===== config.mk =====
export PLATFORM = sky130hd
export DESIGN_NAME = scope_mem_arbiter
export DESIGN_NICKNAME = d
export VERILOG_FILES = /design/src/rtl/scope_pkg.sv /design/src/rtl/edge_rise.sv /design/src/rtl/scope_mem_arbiter.sv
export SDC_FILE = /design/constraint.sdc
export NUM_CORES = 1
export LEC_CHECK = 0
export ABC_CLOCK_PERIOD_IN_PS = 1600
export BUFFER_PORTS_ARGS = -buffer_cell sky130_fd_sc_hd__buf_4
export CELL_PAD_IN_SITES_DETAIL_PLACEMENT = 0
export CELL_PAD_IN_SITES_GLOBAL_PLACEMENT = 1
export CORE_ASPECT_RATIO = 1.2
export CORE_MARGIN = 10
export CORE_UTILIZATION = 30
export CTS_CLUSTER_SIZE = 20
export DETAILED_ROUTE_END_ITERATION = 7
export GPL_ROUTABILITY_DRIVEN = 0
export PLACE_DENSITY_LB_ADDON = 0.1
export SLEW_MARGIN = 30
export SYNTH_ARGS = -nofsm -noshare
export SYNTH_HDL_FRONTEND = slang
export SYNTH_SLANG_ARGS = --single-unit

===== constraint.sdc =====
create_clock -name clk -period 1.6 [get_ports clk]
set_input_delay 0.24 -clock clk [delete_from_list [all_inputs] [get_ports clk]]
set_output_delay 0.24 -clock clk [all_outputs]
set_load 0.01 [all_outputs]

===== src/rtl/scope_pkg.sv =====
`default_nettype none
// ============================================================================
// Module   : scope_pkg
// Purpose  : Capture-state encoding and default sample geometry shared by the
//            capture, arbiter and renderer blocks.
// Revision : 1.0 - initial release
// ============================================================================
package scope_pkg;

    localparam int c_ADDR_W = 10;
    localparam int c_DATA_W = 8;

    localparam logic c_FILL = 1'b0;
    localparam logic c_FULL = 1'b1;

endpackage : scope_pkg
`default_nettype wire


===== src/rtl/edge_rise.sv =====
`default_nettype none
// ============================================================================
// Module   : edge_rise
// Purpose  : Registered rising-edge detector; rise is high for the cycle in
//            which d is 1 and its registered copy is still 0.
// Revision : 1.0 - initial release
// ============================================================================
module edge_rise (
    input  logic clk,
    input  logic rst,
    input  logic d,
    output logic rise
);

    logic r_q;

    always_ff @(posedge clk or posedge rst) begin
        if (rst) begin
            r_q <= 1'b0;
        end else begin
            r_q <= d;
        end
    end

    assign rise = d & ~r_q;

endmodule : edge_rise
`default_nettype wire


===== src/rtl/scope_mem_arbiter.sv =====
`default_nettype none
// ============================================================================
// Module   : scope_mem_arbiter
// Purpose  : Single-port sample-RAM arbiter: renderer reads have priority,
//            capture writes get a bounded-starvation slot, and capture freezes
//            after a full record until the next vertical sync.
// Revision : 1.0 - initial release
// ============================================================================
module scope_mem_arbiter
    import scope_pkg::*;
#(
    parameter int ADDR_W     = c_ADDR_W,
    parameter int DATA_W     = c_DATA_W,
    parameter int MAX_STARVE = 4
) (
    input  logic              clk,
    input  logic              rst,
    input  logic              wr_valid,
    input  logic [ADDR_W-1:0] wr_addr,
    input  logic [DATA_W-1:0] wr_data,
    input  logic              wr_last,
    output logic              wr_ready,
    input  logic              rd_valid,
    input  logic [ADDR_W-1:0] rd_addr,
    output logic              rd_ready,
    output logic              rd_data_valid,
    output logic [DATA_W-1:0] rd_data,
    input  logic              vsync_i,
    output logic              frame_ready,
    output logic              mem_en,
    output logic              mem_we,
    output logic [ADDR_W-1:0] mem_addr,
    output logic [DATA_W-1:0] mem_wdata,
    input  logic [DATA_W-1:0] mem_rdata
);

    localparam logic [3:0] c_MAX_STARVE = 4'(MAX_STARVE);

    logic       r_state;
    logic       w_state_nxt;
    logic [3:0] r_starve;
    logic [3:0] w_starve_nxt;
    logic       w_vsync_rise;
    logic       w_fill;
    logic       w_force_wr;
    logic       w_wr_hs;
    logic       w_rd_hs;
    logic       r_rd_pend;

    edge_rise u_vsync_edge (
        .clk  (clk),
        .rst  (rst),
        .d    (vsync_i),
        .rise (w_vsync_rise)
    );

    // Capture FSM: state register
    always_ff @(posedge clk or posedge rst) begin
        if (rst) begin
            r_state <= c_FILL;
        end else begin
            r_state <= w_state_nxt;
        end
    end

    // Capture FSM: next state; a vsync edge while filling is dropped, not held
    always_comb begin
        w_state_nxt = r_state;
        case (r_state)
            c_FILL:  if (w_wr_hs && wr_last) w_state_nxt = c_FULL;
            c_FULL:  if (w_vsync_rise)       w_state_nxt = c_FILL;
            default: w_state_nxt = c_FILL;
        endcase
    end

    // Capture FSM: outputs
    always_comb begin
        w_fill      = (r_state == c_FILL);
        frame_ready = (r_state == c_FULL);
    end

    // Grants; at most one of the two handshakes can complete in a cycle
    always_comb begin
        w_force_wr = w_fill & wr_valid & (r_starve == c_MAX_STARVE);
        rd_ready   = ~rst & ~w_force_wr;
        wr_ready   = ~rst & w_fill & (~rd_valid | w_force_wr);
        w_wr_hs    = wr_valid & wr_ready;
        w_rd_hs    = rd_valid & rd_ready;
    end

    always_comb begin
        w_starve_nxt = r_starve;
        if (w_wr_hs || !wr_valid || !w_fill) begin
            w_starve_nxt = 4'd0;
        end else if (w_rd_hs && (r_starve != c_MAX_STARVE)) begin
            w_starve_nxt = r_starve + 4'd1;
        end
    end

    always_ff @(posedge clk or posedge rst) begin
        if (rst) begin
            r_starve <= 4'd0;
        end else begin
            r_starve <= w_starve_nxt;
        end
    end

    // RAM port: one registered command per accepted handshake
    always_ff @(posedge clk or posedge rst) begin
        if (rst) begin
            mem_en    <= 1'b0;
            mem_we    <= 1'b0;
            mem_addr  <= '0;
            mem_wdata <= '0;
        end else begin
            mem_en <= w_wr_hs | w_rd_hs;
            mem_we <= w_wr_hs;
            if (w_wr_hs) begin
                mem_addr  <= wr_addr;
                mem_wdata <= wr_data;
            end else if (w_rd_hs) begin
                mem_addr <= rd_addr;
            end
        end
    end

    // The RAM answers during the mem_en cycle; capture it on the closing edge
    always_ff @(posedge clk or posedge rst) begin
        if (rst) begin
            r_rd_pend     <= 1'b0;
            rd_data_valid <= 1'b0;
            rd_data       <= '0;
        end else begin
            r_rd_pend     <= w_rd_hs;
            rd_data_valid <= r_rd_pend;
            if (r_rd_pend) begin
                rd_data <= mem_rdata;
            end
        end
    end

endmodule : scope_mem_arbiter
`default_nettype wire


Yosys cells after proc, flatten, opt, wreduce, memory -nomap -nowiden:

Cells that the tools add are included.
W data, S select, Z words.

* add/sub/neg operators: 1
* equal/unequal tests: 2
* multiplexer cells: 7
* bitwise operators: 15
* reduce and logical (&&, ||, !) cells: 7

Operators with widths (count)
* $mux W10: 2
* $and A1 B1 Y1: 8
* $mux W4: 2
* $not A1 Y1: 5
* $add A4 B1 Y4 const B: 1
* $eq A4 B3 Y1 const B: 1
* $ne A4 B3 Y1 const B: 1
* $reduce_bool A2 Y1: 2
* $logic_and A1 B1 Y1: 2
* $logic_or A1 B1 Y1: 2
* $mux W1: 2
* $or A1 B1 Y1: 2
* $pmux W1 S2: 1
* $logic_not A1 Y1: 1

* register bits after elaboration: 36
* logic and storage cells: 42

Depth between registers and ports, before layout:

* depth in word-level cells: 9
* mapped depth: 7

Hierarchy:

Synthesis repeated with hierarchy kept, for this count alone.

* cell total of the unflattened synthesis: 124
* area total of the unflattened synthesis: 1586.5 µm²

By module, submodules not included
* scope_mem_arbiter: times used 1, cells an instance 121, area an instance 1544.0 µm², sequential area each 875.8 µm²
* edge_rise: times used 1, cells an instance 3, area an instance 42.5 µm², sequential area each 25.0 µm²

Worst setup path after synthesis:

OpenSTA, ideal clock, no wires.

* kind: flip-flop to flip-flop
* start point: register r_starve[0]
* end point: register mem_wdata[0]
* setup time: 0.125 ns
* arrival: 1.570 ns
* slack: -0.095 ns
* cell stages (with the launch flop): 8
* clock period less this slack: 1.695 ns
* cells stage by stage: dfrtp_1 inv_1 ha_1 nand3b_2 and2_4 nor3_4 buf_8 mux2_4

* longest elaborated chain between the ends: 5

RTL lines
* from (decl): RTL line scope_mem_arbiter.sv:41 `logic [3:0] r_starve;`
* from (signal assigned): RTL line scope_mem_arbiter.sv:104 `r_starve <= w_starve_nxt;`
* $eq A4 B3 Y1: RTL line scope_mem_arbiter.sv:84 `w_force_wr = w_fill & wr_valid & (r_starve == c_MAX_STARVE);`
* $and A1 B1 Y1: RTL line scope_mem_arbiter.sv:84
* $or A1 B1 Y1: RTL line scope_mem_arbiter.sv:86 `wr_ready = ~rst & w_fill & (~rd_valid | w_force_wr);`
* $and A1 B1 Y1: RTL line scope_mem_arbiter.sv:86
* $and A1 B1 Y1: RTL line scope_mem_arbiter.sv:87 `w_wr_hs = wr_valid & wr_ready;`
* net w_wr_hs: RTL line scope_mem_arbiter.sv:46 `logic w_wr_hs;`
* to (signal assigned): RTL line scope_mem_arbiter.sv:120 `mem_wdata <= wr_data;`
* to (decl): RTL line scope_mem_arbiter.sv:33 `output logic [DATA_W-1:0] mem_wdata,`

The timed path passes the listed nets, and every way through them passes these cells.
A chain may end at the register's enable or synchronous reset.

Worst setup path after layout:

* start point: register r_starve[0]
* end point: output port wr_ready

* longest elaborated chain between the ends: 4

RTL lines
* $eq A4 B3 Y1: RTL line scope_mem_arbiter.sv:84
* $and A1 B1 Y1: RTL line scope_mem_arbiter.sv:84
* $or A1 B1 Y1: RTL line scope_mem_arbiter.sv:86
* $and A1 B1 Y1: RTL line scope_mem_arbiter.sv:86
* to (decl): RTL line scope_mem_arbiter.sv:22 `output logic wr_ready,`

Every way passes these cells.

==> impl_metrics.toml <==
[status]
run_status = "complete, but fails checks"
violations = "setup timing"

[grt]
overflow = 0
grt_max_degree = 20
grt_pass1_vias = 1512
track_usage_pct = 10.7
grt_pass1_wl_um = 7480
antenna_found_initial = 0

[timing]
setup_ws_ns = -0.0833
relSlewSlack_pct = 67.1
max_freq_mhz = 594
fin_hold_ws_ns = 0.0718
finalCriticalPeriod_ns = 1.68
maxSlewViolCount = 0
hold_violations = 0
fin_skew_ns = 0.00496
tightest_slew_ns = 0.493
rsz0062_at_grt = "yes"
fin_crit_sh_pct = 105
setup_viol = 10

[synth]
syn_area_per_cell_um2 = 13.3
synth_warnings = 0
muxShareOfSynthArea_pct = 12.1
synth_compound_area_share_pct = 16.6
synth_xor_area_share_pct = 0
ys_seq_elements = 36
synth_adder_area_share_pct = 1.55
synth.distinct_cells = 30
yosysSeqAreaShare_pct = 55.6
synth_top_area_cell = "dfrtp_1"
synth_top_area_share_pct = 55.6
syn_area_um2 = 1620
syn_inst = 122
syn_nets = 166
yosys.area_share.simple_pct = 9.66
synth_top_family_by_area = "compound AO/OA/AOI/OAI gates"
synthTopCellsByArea = "dfrtp_1 (56%), mux2_2 (8.3%), a221o_1 (3.7%)"

[setup_path]
cp.required_ns = 1.36
crit_path_start_kind = "register"
crit_top_cell = "buf_6"
cp_top_family = "flip-flops"
cp_max_fo = 3
end_kind = "primary output"
rrSetupSlack_ns = -0.06
r2r-start = "r_starve[0]"
crit_type = "register to primary output"
crit_chain = "inv_2 > ha_4 > nand3b_4 > nor2_4 > buf_6 > o21a_1 > buf_6"
r2r_cells = 7
r2r_end = "mem_wdata[5]"
crit_slowest_cell = "dfrtp_1"
cp.arrival_ns = 1.44
slowest_delay_ns = 0.40
path_buf_inv = 3

[die]
boundaryPins = 74
fp.dieH_um = 100
die_area_um2 = 8750
rows = 29
start_util_pct = 30.8
design.core.area_um2 = 5260
die_x_um = 87.1

[final_layout]
design.final.nets = 255
multiInputGateArea_um2 = 709
fin_util_pct = 47.4
register_area_um2 = 902
syn2layout_area_growth_pct = 54.2
antenna_cells = 0
fillers = 471
drive_above_1_share_pct = 61.6

[clock_tree]
htreeDepth = 2
cts_tree = "yes"
ctsLongestPathBuffers = 2
clock-root-buffer = "clkbuf_8"
cts.clk_slew.worst_paths_ns = 0.07
cts_hold_buffers = 0
insertion_delay_ns = 0.29
numClockSinks = 36
cts_buffers = 5

[route]
ant_nets = 0
viasPerCell = 4.85
drt_iter0_drc = 38
vias = 1325
drt_wl_total_um = 4770
drtPass1Iterations = 4
wire_per_inst_um = 17.5
drc_errors = 0

[pwr]
powerDensity_nw_per_um2 = 1000
vdd_drop_max_v = 0.000309
p_leak_nw = 1.19

[min_path]
hp-start = "vsync_i"
hold_path.class = "primary input to register"
hold_end = "u_vsync_edge.r_q"
worstHoldPathCells = 1

[run]
drv_cap = 0

[place]
portBuffers = 73
post-dp-hpwl_um = 3600
## synthesized netlist by cell type (all sizes together)
library cell and count:
a2111oi 1, a21o 2, a21oi 5, a221o 10
a22o 1, a22oi 6, and2 5, buf 4
clkbuf 3, dfrtp 36, ha 2, inv 5
mux2 16, nand2 2, nand2b 3, nand3 3
nand3b 2, nor2 5, nor3 2, nor3b 2
o21a 1, o2bb2ai 6
## routing by layer
| metal | vias to the layer above | track usage [%] | part of all wire [%] |
|---|---|---|---|
| li1 | 628 | - | - |
| met4 | 0 | 4.37 | 1.4 |
| met5 | - | 0 | 0 |
| met2 | 56 | 16.4 | 46 |
| met3 | 7 | 4.94 | 9.7 |
| met1 | 634 | 12.6 | 43 |
## repair_timing
item	in CTS	in global routing
pin swaps	1	1
endpoints found under the setup margin	21	21
setup buffers	3	2
resized for setup	11	8
## per-stage QoR
| step | setup slack, ns | instances | setup TNS, ns | cell area, um2 | total power [mW] |
|---|---|---|---|---|---|
| floorplan | -0.0949 | 122 | -0.380 | 1620 | 1.43 |
| global placement | -0.0993 | 261 | -1.13 | 2290 | 1.77 |
| detailed placement | -0.143 | 261 | -1.87 | 2290 | 1.79 |
| CTS | -0.0799 | 271 | -0.919 | 2450 | 2.53 |
| global route | -0.178 | 273 | -1.22 | 2500 | 2.65 |
| finish | -0.0833 | 273 | -0.533 | 2500 | 2.51 |
## cell type report
class                      instances  share of cell area, %
inverter                           5                  0.752
tap                               62                   3.11
sequential                        36                   36.1
timing repair buffer              89                   27.7
multi-input combinational         74                   28.4
clock buffer                       7                   3.86
## sequential cells by signal, summed over array words and instances, names as in the netlist
register and flops:
u_vsync_edge.r_q 1, rd_data 8, mem_wdata 8, mem_addr 10, rd_data_valid 1, r_rd_pend 1, r_starve 4, mem_en 1
mem_we 1, frame_ready 1
## layout by cell type, fill, tap and decap left out, drive strengths merged, types with 3 or more instances in the layout
master,n
and2,5
inv,5
buf,89
nand2b,3
o2bb2ai,6
a21oi,5
nand3,3
a221o,10
dfrtp,36
mux2,16
nor2,5
clkbuf,7
a22oi,6
## worst max path at each step
stage / slack [ns] / cells past startpoint / end / startpoint
floorplan: -0.09 / 7 / mem_wdata[0] / r_starve[0]
finish: -0.08 / 7 / wr_ready / r_starve[0]
global placement: -0.1 / 6 / mem_addr[0] / r_starve[0]
CTS: -0.08 / 6 / mem_addr[9] / r_starve[0]
detailed placement: -0.14 / 6 / mem_addr[1] / r_starve[0]
global route: -0.18 / 7 / wr_ready / r_starve[0]
## where the power goes
group,switching (mW),internal [mW]
registers,0.0833,1.04
logic,0.266,0.416
clock network,0.317,0.384
## cell families (layout without fill, tap and decap cells)
kind of cell / count (synthesis) / after routing
DFF: 36 / 36
AOI/OAI and AO/OA: 32 / 32
and+or+nand+nor: 24 / 24
muxes: 16 / 16
buffers and inverters: 12 / 101
adders and majority gates: 2 / 2
No activity file was read; power rests on OpenSTA's default activity.
